[src/rtl/soc_system_sysid_ext.sv]
// soc_system_sysid_ext: Avalon-MM system ID block with scratch register and optional uptime/seconds counters.
// Define SYSID_UPTIME_EN to build the uptime counter, HI shadow, prescaler, SECONDS and CTRL.
module soc_system_sysid_ext #(
  parameter logic [31:0] ID_VALUE     = 32'hA5A5_0001,
  parameter logic [31:0] TIMESTAMP    = 32'h0000_0000,
  parameter int unsigned CLK_FREQ_HZ  = 50000000,
  parameter logic [31:0] SCRATCH_INIT = 32'h0000_0000
) (
  input  logic        clock,
  input  logic        reset,
  input  logic [2:0]  address,
  input  logic        read,
  input  logic        write,
  input  logic [31:0] writedata,
  output logic [31:0] readdata,
  output logic        readdatavalid,
  output logic        waitrequest
);
  logic [31:0] scratch;
  logic [31:0] rmux;
  assign waitrequest = 1'b0;
`ifdef SYSID_UPTIME_EN
  logic [63:0] uptime;
  logic [31:0] up_hi;
  logic [31:0] presc;
  logic [31:0] seconds;
  logic        freeze;
  logic        ctrl_wr;
  logic        clr;
  assign ctrl_wr = write && address == 3'd6;
  assign clr     = ctrl_wr && writedata[0];
  // Clear takes priority over counting and over the shadow capture on the same edge.
  always_ff @(posedge clock or posedge reset)
    if (reset) begin
      uptime  <= '0;
      up_hi   <= '0;
      presc   <= '0;
      seconds <= '0;
      freeze  <= 1'b0;
    end else begin
      if (clr) begin
        uptime  <= '0;
        up_hi   <= '0;
        presc   <= '0;
        seconds <= '0;
      end else begin
        if (!freeze) begin
          uptime  <= uptime + 64'd1;
          presc   <= (presc == CLK_FREQ_HZ - 1) ? '0 : presc + 32'd1;
          seconds <= (presc == CLK_FREQ_HZ - 1) ? seconds + 32'd1 : seconds;
        end
        if (read && address == 3'd2) up_hi <= uptime[63:32];
      end
      if (ctrl_wr) freeze <= writedata[1];
    end
`endif
  always_comb begin
    rmux = '0;
    case (address)
      3'd0: rmux = ID_VALUE;
      3'd1: rmux = TIMESTAMP;
      3'd5: rmux = scratch;
`ifdef SYSID_UPTIME_EN
      3'd2: rmux = uptime[31:0];
      3'd3: rmux = up_hi;
      3'd4: rmux = seconds;
      3'd6: rmux = {30'b0, freeze, 1'b0};
      3'd7: rmux = 32'd1;
`endif
      default: rmux = '0;
    endcase
  end
  // The mux sees pre-write state, so a simultaneous read returns the old value.
  always_ff @(posedge clock or posedge reset)
    if (reset) begin
      readdata      <= '0;
      readdatavalid <= 1'b0;
      scratch       <= SCRATCH_INIT;
    end else begin
      readdatavalid <= read;
      if (read) readdata <= rmux;
      if (write && address == 3'd5) scratch <= writedata;
    end
endmodule

[config.mk]
export PLATFORM = sky130hd
export DESIGN_NAME = soc_system_sysid_ext
export DESIGN_NICKNAME = d
export VERILOG_FILES = /design/src/rtl/soc_system_sysid_ext.sv
export SDC_FILE = /design/constraint.sdc
export NUM_CORES = 1
export LEC_CHECK = 0
export CAP_MARGIN = 20
export CORE_MARGIN = 4
export CORE_UTILIZATION = 48
export CTS_CLUSTER_SIZE = 25
export DETAILED_ROUTE_END_ITERATION = 10
export GPL_ROUTABILITY_DRIVEN = 0
export HOLD_SLACK_MARGIN = 0.02
export PLACE_DENSITY = 0.8
export RECOVER_POWER = 50
export SLEW_MARGIN = 25
export SYNTH_ARGS = -nofsm -noshare
export SYNTH_HDL_FRONTEND = slang
export SYNTH_SLANG_ARGS = --single-unit
[constraint.sdc]
create_clock -name clock -period 3.09 [get_ports clock]
set_input_delay 0.927 -clock clock [delete_from_list [all_inputs] [get_ports clock]]
set_output_delay 0.927 -clock clock [all_outputs]
set_load 0.01 [all_outputs]
==> flow_summary.yaml, run 1 <==
logic_synthesis:
  yosys_register_bits: 65
  synth_top_area_share_pct: 59.9
  synth_area_leader_cell: "dfrtp_1"
  synth_area_leaders: "dfrtp_1 (60%), mux2_4 (17%), o22ai_1 (5.3%)"
  syn_area_per_cell_sq_um: 12.6
  synth_most_common_cell: "dfrtp_1"
  ys_seq_area_share_pct: 59.9
  syn_area_sq_um: 2720
  synthCells: 215
  yosys_warnings: 0
  syn_nets: 254
  yosys-top-cells-count: "dfrtp_1 (65), mux2_4 (30), inv_1 (24), nand2_1 (23), o22ai_1 (23)"
  synth_flop_cell: "dfrtp_1"
  synthArstFlopShare_pct: 100
  synth_cell_type_count: 19
  synth_edf_count: 0
grt:
  grt_first_pass_wirelength_microns: 9200
  antenna_found_initial: 0
  use_met2_pct: 25.7
  grt_max_degree: 42
  overflow: 0
  grt_pass1_vias: 1831
  use_met1_pct: 21.6
  busiest_layer: "met2"
  groute.usage.overall_pct: 16.9
  met3_usage_pct: 5.75
clock_tree:
  clkLatencyLatePin_ns: 0.33
  cts-htree-levels: 3
  cts.sinks: 65
  cts_setup_buffers: 0
  postCtsHoldBufs: 0
  cts_made_buffers: 9
  cts_tree: "yes"
  root_buffer: "clkbuf_8"
  path_clk_slew_ns: 0.07
  clk_path_buf_depth: 2
  cts_resized: 0
detailed_routing:
  drt_iter0_markers: 117
  via_per_inst: 4.94
  routedWlPerCell_microns: 15.1
  wirelength_microns: 5460
  drc: 0
  num_vias: 1787
  drtPass1Iterations: 5
  postRouteAntennaNets: 0
setup_path:
  cp-start-kind: "primary input"
  critPathMaxStageDelay_ns: 0.66
  reg2reg_depth: 1
  slowest_stage: "nand3b_1"
  critPathArrivalTime_ns: 2.77
  ff2ff_setup_slack_ns: 2.31
  crit_buf_inv: 2
  worstPathRequired_ns: 3.31
  cp_max_fo: 23
  cp.depth: 4
  rr_startpoint: "scratch[28]$_DFFE_PP0P_"
  critical_path_class: "primary input to flop"
  rr_endpoint: "scratch[28]$_DFFE_PP0P_"
  cp_top_family: "buffers and inverters"
  crit_path_cell_trace: "dlygate4sd3_1, buf_4, nand3b_1, o22ai_1"
  crit_path_end_kind: "flop"
power:
  p_per_area_nw_per_um2: 617
  power_w: 0.00228
  p_leak_nw: 1.68
  power_frac_clock_pct: 38.2
  comb_power_share_pct: 16.1
  power_frac_seq_pct: 45.7
  internal_power_w: 0.00177
  p_switching_w: 0.000512
  peakVddDrop_uv: 308
  switching_share_pct: 22.5
timing:
  tightest_slew_ns: 1.07
  skew_ns: 0.00970
  final_max_slew_viol_count: 0
  finalCriticalPeriod_ns: 2.54
  hold_violations: 0
  finalSetupViolations: 0
  hold_slack_ns: 0.504
  rsz0062_at_grt: "false"
  relSlewSlack_pct: 28.4
  fin_crit_sh_pct: 82.3
  fmaxAchievable_ghz: 0.393
  finalSetupTns_ns: 0
placed_design:
  port_buffers: 71
  place_area_sq_um: 3460
  hpwl_microns: 3710
hold_path:
  hold_start: "scratch[24]$_DFFE_PP0P_"
  hold_path_depth: 1
  worstHoldEndpoint: "scratch[24]$_DFFE_PP0P_"
  hold_path.class: "flop to flop"
cells_and_area:
  area_growth_pct: 35.9
  stdcell_area_sq_um: 3690
  antennaDiodeCount: 0
  drive_gt1_share_pct: 17.9
  fillCellCount: 396
  fin_util_pct: 67.1
  fin_nets: 324
floorplan:
  dieArea_sq_um: 6930
  rows: 27
  coreArea_sq_um: 5510
  initial_core_util_pct: 49.4
  die_y_microns: 83.2
  die_x_microns: 83.2
  ios: 73
job:
  max_cap_viol_count: 0
status:
  outcome: "finished clean"
==> cell type report <==
class,instances,area (sq um),share of cell area [%]
Tap cell,72,90.1,2.44
Multi-Input combinational cell,110,898,24.3
Clock inverter,5,103,2.78
Timing Repair Buffer,75,744,20.2
Clock buffer,11,141,3.83
Sequential cell,65,1630,44.0
Inverter,24,90.1,2.44
==> worst max path at each step <==
stage / start / to / slack (ns)
2_1_floorplan: reset / readdata[0]$_DFFE_PP0P_ / 0.54
4_1_cts: address[0] / scratch[19]$_DFFE_PP0P_ / 0.64
3_3_place_gp: address[0] / scratch[26]$_DFFE_PP0P_ / 0.31
6_report: address[0] / readdata[19]$_DFFE_PP0P_ / 0.55
5_1_grt: address[0] / readdata[22]$_DFFE_PP0P_ / 0.42
3_5_place_dp: address[0] / scratch[27]$_DFFE_PP0P_ / 0.27
==> placed cells by master (no fill, tap or decap) <==
cell type / instances
clkinv_2: 1
bufinv_16: 3
mux2_4: 30
dfrtp_1: 65
nand2_1: 23
nand3_1: 9
conb_1: 1
clkdlybuf4s50_1: 67
buf_4: 2
o21a_1: 1
o22ai_1: 23
clkbuf_1: 2
and2_1: 1
nor2_1: 9
buf_12: 1
clkinvlp_4: 1
a211oi_1: 9
mux2_2: 2
dlygate4sd3_1: 3
nand3b_1: 1
nand4b_4: 1
clkbuf_2: 1
inv_1: 24
clkbuf_8: 10
==> cells by family after synthesis <==
| kind of cell | share of synthesized area, % |
|---|---|
| DFF | 59.9 |
| and+or+nand+nor | 7.60 |
| muxes | 17.4 |
| other | 0.138 |
| AOI/OAI and AO/OA | 8.06 |
| buffers and inverters | 6.95 |
==> sequential cells by signal (all words and copies together), names as in the netlist <==
register       flops
readdatavalid      1
readdata          32
scratch           32
==> per-stage QoR <==
stage	cells	setup slack, ns
after floorplan	215	0.537
after global placement	346	0.312
after detailed placement	346	0.272
after CTS	362	0.637
after global routing	362	0.421
final	362	0.545
==> power by group through the flow <==
stage	clock network [W]	registers, W	logic (W)
6_report	0.000870	0.00104	0.000367
5_1_grt	0.000924	0.00106	0.000398
4_1_cts	0.000878	0.00104	0.000375
3_5_place_dp	0	0.00106	0.000373
3_3_place_gp	0	0.00105	0.000361
2_1_floorplan	0	0.00105	0.000224
==> layer usage <==
layer | share of wire (%) | wire [microns]
met2 | 46 | 2530
met4 | 2.5 | 139
met3 | 6.4 | 350
met5 | 0 | 0
met1 | 45 | 2440
Note: power is estimated with default switching activity, not from simulation.
==> inputs of run 2 (changes only) <==
--- a/config.mk
+++ b/config.mk
@@ -7,12 +7,12 @@
 export LEC_CHECK = 0
 export CAP_MARGIN = 20
 export CORE_MARGIN = 4
-export CORE_UTILIZATION = 48
+export CORE_UTILIZATION = 43
 export CTS_CLUSTER_SIZE = 25
 export DETAILED_ROUTE_END_ITERATION = 10
 export GPL_ROUTABILITY_DRIVEN = 0
 export HOLD_SLACK_MARGIN = 0.02
-export PLACE_DENSITY = 0.8
+export PLACE_DENSITY = 0.76
 export RECOVER_POWER = 50
 export SLEW_MARGIN = 25
 export SYNTH_ARGS = -nofsm -noshare
==> constraint.sdc (replaced) <==
create_clock -name clock -period 2.1 [get_ports clock]
set_input_delay 0.63 -clock clock [delete_from_list [all_inputs] [get_ports clock]]
set_output_delay 0.63 -clock clock [all_outputs]
set_load 0.01 [all_outputs]
==> flow_summary.yaml, run 2 (synthesis results as in run 1) <==
grt:
  antenna_found_initial: 0
  busiest_layer: "met2"
  use_met2_pct: 24.1
  use_met1_pct: 21.1
  grt_max_degree: 66
  groute.usage.overall_pct: 15.9
  grt_first_pass_wirelength_microns: 9160
  grt_pass1_vias: 1877
  met3_usage_pct: 6.72
  overflow: 0
cells_and_area:
  fin_nets: 328
  fillCellCount: 512
  most-common-layout-cells: "clkdlybuf4s50_1 (68), dfrtp_1 (65), inv_1 (23), nand2_1 (23), o22ai_1 (23)"
  fin_cells: 368
  multi_input_area_sq_um: 872
  seqCellArea_sq_um: 1630
  antennaDiodeCount: 0
  layout_commonest_cell: "clkdlybuf4s50_1"
  reg_top3: "readdata: 32 flops, scratch: 32 flops, readdatavalid: 1 flops"
  stdcell_area_sq_um: 3610
  area_growth_pct: 32.7
  drive_gt1_share_pct: 16.4
clock_tree:
  cts_resized: 0
  cts.sinks: 65
  cts_made_buffers: 9
  root_buffer: "clkbuf_8"
  clk_path_buf_depth: 2
  clkLatencyLatePin_ns: 0.33
  cts-htree-levels: 3
  path_clk_slew_ns: 0.07
  cts_setup_buffers: 0
  cts_tree: "yes"
  postCtsHoldBufs: 0
timing:
  skew_ns: 0.00519
  finalSetupViolations: 0
  relSlewSlack_pct: 31.6
  finalCriticalPeriod_ns: 1.98
  finalSetupTns_ns: 0
  rsz0062_at_grt: "false"
  fin_crit_sh_pct: 94.2
  setup_slack_ns: 0.122
  final_max_slew_viol_count: 0
  tightest_slew_ns: 1.03
  fmaxAchievable_ghz: 0.505
  hold_violations: 0
floorplan:
  die_x_microns: 87.5
  die_y_microns: 87.5
  initial_core_util_pct: 45.1
  coreArea_sq_um: 6030
  rows: 28
  ios: 73
  dieArea_sq_um: 7660
detailed_routing:
  num_vias: 1773
  via_per_inst: 4.82
  drtPass1Iterations: 4
  wirelength_microns: 5460
  postRouteAntennaNets: 0
  routedWlPerCell_microns: 14.8
  drt_iter0_markers: 97
  drc: 0
setup_path:
  cp_top_family: "buffers and inverters"
  crit_path_end_kind: "flop"
  crit_path_cell_trace: "dlygate4sd3_1, nand4b_4, clkbuf_2, mux2_4"
  critPathMaxStageDelay_ns: 0.58
  slowest_stage: "dlygate4sd3_1"
  crit_buf_inv: 2
  rr_startpoint: "scratch[21]$_DFFE_PP0P_"
  worstPathRequired_ns: 2.31
  rr_endpoint: "scratch[21]$_DFFE_PP0P_"
  ff2ff_setup_slack_ns: 1.28
  reg2reg_depth: 1
  crit_start: "address[2]"
  cp_max_fo: 17
  cp-start-kind: "primary input"
  critPathArrivalTime_ns: 2.19
  critical_path_class: "primary input to flop"
hold_path:
  worstHoldEndpoint: "scratch[17]$_DFFE_PP0P_"
  hold_path_depth: 1
  hold_path.class: "flop to flop"
  hold_start: "scratch[17]$_DFFE_PP0P_"
placed_design:
  hpwl_microns: 3750
  port_buffers: 71
  place_area_sq_um: 3520
  dp_slack_ns: 0.125
  place_inst: 353
power:
  p_leak_nw: 1.61
  peakVddDrop_uv: 397
  power_w: 0.00293
  p_per_area_nw_per_um2: 812
job:
  max_cap_viol_count: 0
status:
  outcome: "finished clean"
[run 2: metal layers]
metal,up-vias,wire length [microns]
met5,-,0
met4,0,23
met3,2,329
met2,50,2710
met1,855,2400
li1,866,-
[run 2: how the worst max path moves through the flow]
stage	endpoint	slack (ns)	depth (start not counted)
2_1_floorplan	scratch[0]$_DFFE_PP0P_	0.69	3
3_3_place_gp	readdata[24]$_DFFE_PP0P_	0.17	4
3_5_place_dp	readdata[1]$_DFFE_PP0P_	0.12	5
4_1_cts	readdata[0]	0.20	1
5_1_grt	scratch[27]$_DFFE_PP0P_	0.08	4
6_report	scratch[27]$_DFFE_PP0P_	0.12	4
[run 2: report_power, final]
group	total (W)	leakage, nW	switching, W	internal, W
clock	0.000885	0.0822	0.000434	0.000451
combinational	0.000513	0.702	0.000187	0.000327
sequential	0.00153	0.826	0.000100	0.00143
total	0.00293	1.61	0.000721	0.00221
[run 2: final cells by class]
type                       instances  share of cell area, %
sequential                        65                   45.1
inverter                          24                   2.60
timing repair buffer              79                   21.0
clock inverter                     3                  0.486
multi-input combinational        110                   24.2
clock buffer                      12                   4.02
tap                               75                   2.60
[run 2: metrics by stage]
| step | hold slack, ns | utilization, % |
|---|---|---|
| after floorplan | 0.480 | - |
| after global placement | 0.490 | 58.4 |
| after detailed placement | 0.492 | 58.4 |
| after CTS | 0.512 | 61.1 |
| after global routing | 0.510 | 59.8 |
| final | 0.492 | 59.8 |
==> inputs of run 3 (changes only) <==
--- a/config.mk
+++ b/config.mk
@@ -7,12 +7,12 @@
 export LEC_CHECK = 0
 export CAP_MARGIN = 20
 export CORE_MARGIN = 4
-export CORE_UTILIZATION = 43
+export CORE_UTILIZATION = 35
 export CTS_CLUSTER_SIZE = 25
 export DETAILED_ROUTE_END_ITERATION = 10
 export GPL_ROUTABILITY_DRIVEN = 0
 export HOLD_SLACK_MARGIN = 0.02
-export PLACE_DENSITY = 0.76
+export PLACE_DENSITY = 0.64
 export RECOVER_POWER = 50
 export SLEW_MARGIN = 25
 export SYNTH_ARGS = -nofsm -noshare
==> flow_summary.yaml, run 3 (synthesis results as in run 1) <==
setup_path:
  worstPathRequired_ns: 1.47
  critPathMaxStageDelay_ns: 0.54
  cp_max_fo: 2
  critPathArrivalTime_ns: 1.23
  crit_buf_inv: 1
  crit_start: "readdata[0]$_DFFE_PP0P_"
  critical_path_class: "flop to primary output"
  slowest_stage: "clkdlybuf4s50_1"
  crit_path_cell_trace: "clkdlybuf4s50_1"
  cp_top_family: "buffers and inverters"
  rr_startpoint: "scratch[26]$_DFFE_PP0P_"
  crit_path_end_kind: "primary output"
  cp-start-kind: "flop"
status:
  outcome: "finished clean"
hold_path:
  hold_path.class: "flop to flop"
  hold_start: "scratch[6]$_DFFE_PP0P_"
grt:
  groute.usage.overall_pct: 12.6
  grt_first_pass_wirelength_microns: 8670
  grt_pass1_vias: 1807
  grt_max_degree: 66
  overflow: 0
  antenna_found_initial: 0
timing:
  finalSetupTns_ns: 0
  tightest_slew_ns: 1.03
  final_max_slew_viol_count: 0
  finalCriticalPeriod_ns: 1.86
  finalSetupViolations: 0
  relSlewSlack_pct: 31.3
  rsz0062_at_grt: "false"
  fmaxAchievable_ghz: 0.537
  hold_violations: 0
  skew_ns: 0.00355
  fin_crit_sh_pct: 88.7
floorplan:
  initial_core_util_pct: 36.7
  rows: 31
  coreArea_sq_um: 7410
  die_y_microns: 96.1
  die_x_microns: 96.1
  ios: 73
  dieArea_sq_um: 9240
detailed_routing:
  drtPass1Iterations: 4
  postRouteAntennaNets: 0
  drt_iter0_markers: 69
  num_vias: 1781
  via_per_inst: 4.53
  wirelength_microns: 5360
  routedWlPerCell_microns: 13.6
  drc: 0
cells_and_area:
  most-common-layout-cells: "clkdlybuf4s50_1 (68), dfrtp_1 (65), mux2_4 (30)"
  fillCellCount: 665
  fin_nets: 328
  antennaDiodeCount: 0
  layout_commonest_cell: "clkdlybuf4s50_1"
  reg_top3: "readdata: 32 flops, scratch: 32 flops, readdatavalid: 1 flops"
  area_growth_pct: 38.1
  drive_gt1_share_pct: 19.4
power:
  p_leak_nw: 1.69
  peakVddDrop_uv: 502
  power_w: 0.00316
  p_per_area_nw_per_um2: 841
placed_design:
  port_buffers: 71
  hpwl_microns: 3780
job:
  max_cap_viol_count: 0
clock_tree:
  cts_setup_buffers: 0
  clk_path_buf_depth: 2
  clkLatencyLatePin_ns: 0.32
  cts_tree: "yes"
  path_clk_slew_ns: 0.07
  cts_made_buffers: 9
  root_buffer: "clkbuf_8"
  cts-htree-levels: 3
  cts.sinks: 65
  cts_resized: 0
  postCtsHoldBufs: 0
## run 3: stage by stage
stage / cells / instance area [sq um] / setup slack (ns) / hold WS (ns) / util, %
after floorplan: 215 / 2720 / 0.685 / 0.480 / -
after global placement: 377 / 3560 / 0.161 / 0.492 / 48.1
after detailed placement: 377 / 3560 / 0.107 / 0.494 / 48.1
after CTS: 393 / 3770 / 0.208 / 0.513 / 50.9
after global routing: 393 / 3750 / 0.167 / 0.528 / 50.7
final: 393 / 3750 / 0.238 / 0.514 / 50.7
## run 3: layout make-up
class	count	area, sq um	share of cell area, %
flip-flops and latches	65	1630	43.3
multi-input cells	110	902	24.0
repair buffers	79	800	21.3
clock buffers	14	173	4.60
clock inverters	2	35.0	0.933
inverters	24	93.8	2.50
well taps	99	124	3.30
## run 3: final timing paths
path                                            end  slack, ns  cells past startpoint
max                                     readdata[0]       0.24                      1
min                          scratch[6]$_DFFE_PP0P_       0.51                      1
max reg2reg                readdata[26]$_DFFE_PP0P_       1.32                      2
min reg2reg                  scratch[6]$_DFFE_PP0P_       0.51                      1
max in group asynchronous   scratch[17]$_DFFE_PP0P_       0.47                      3
min in group asynchronous   scratch[30]$_DFFE_PP0P_       1.09                      3
## run 3: power breakdown
part	leakage [nW]	internal (W)	switching (W)
logic	0.762	0.000357	0.000183
registers	0.826	0.00143	0.000103
clock network	0.107	0.000645	0.000438
total	1.69	0.00243	0.000724
## run 3: layer usage
metal | up-vias | track usage, % | routed length, microns
li1 | 874 | - | -
met1 | 855 | 16.0 | 2340
met2 | 43 | 19.6 | 2650
met3 | 9 | 3.91 | 314
met4 | 0 | 5.69 | 64
met5 | - | 0 | 0
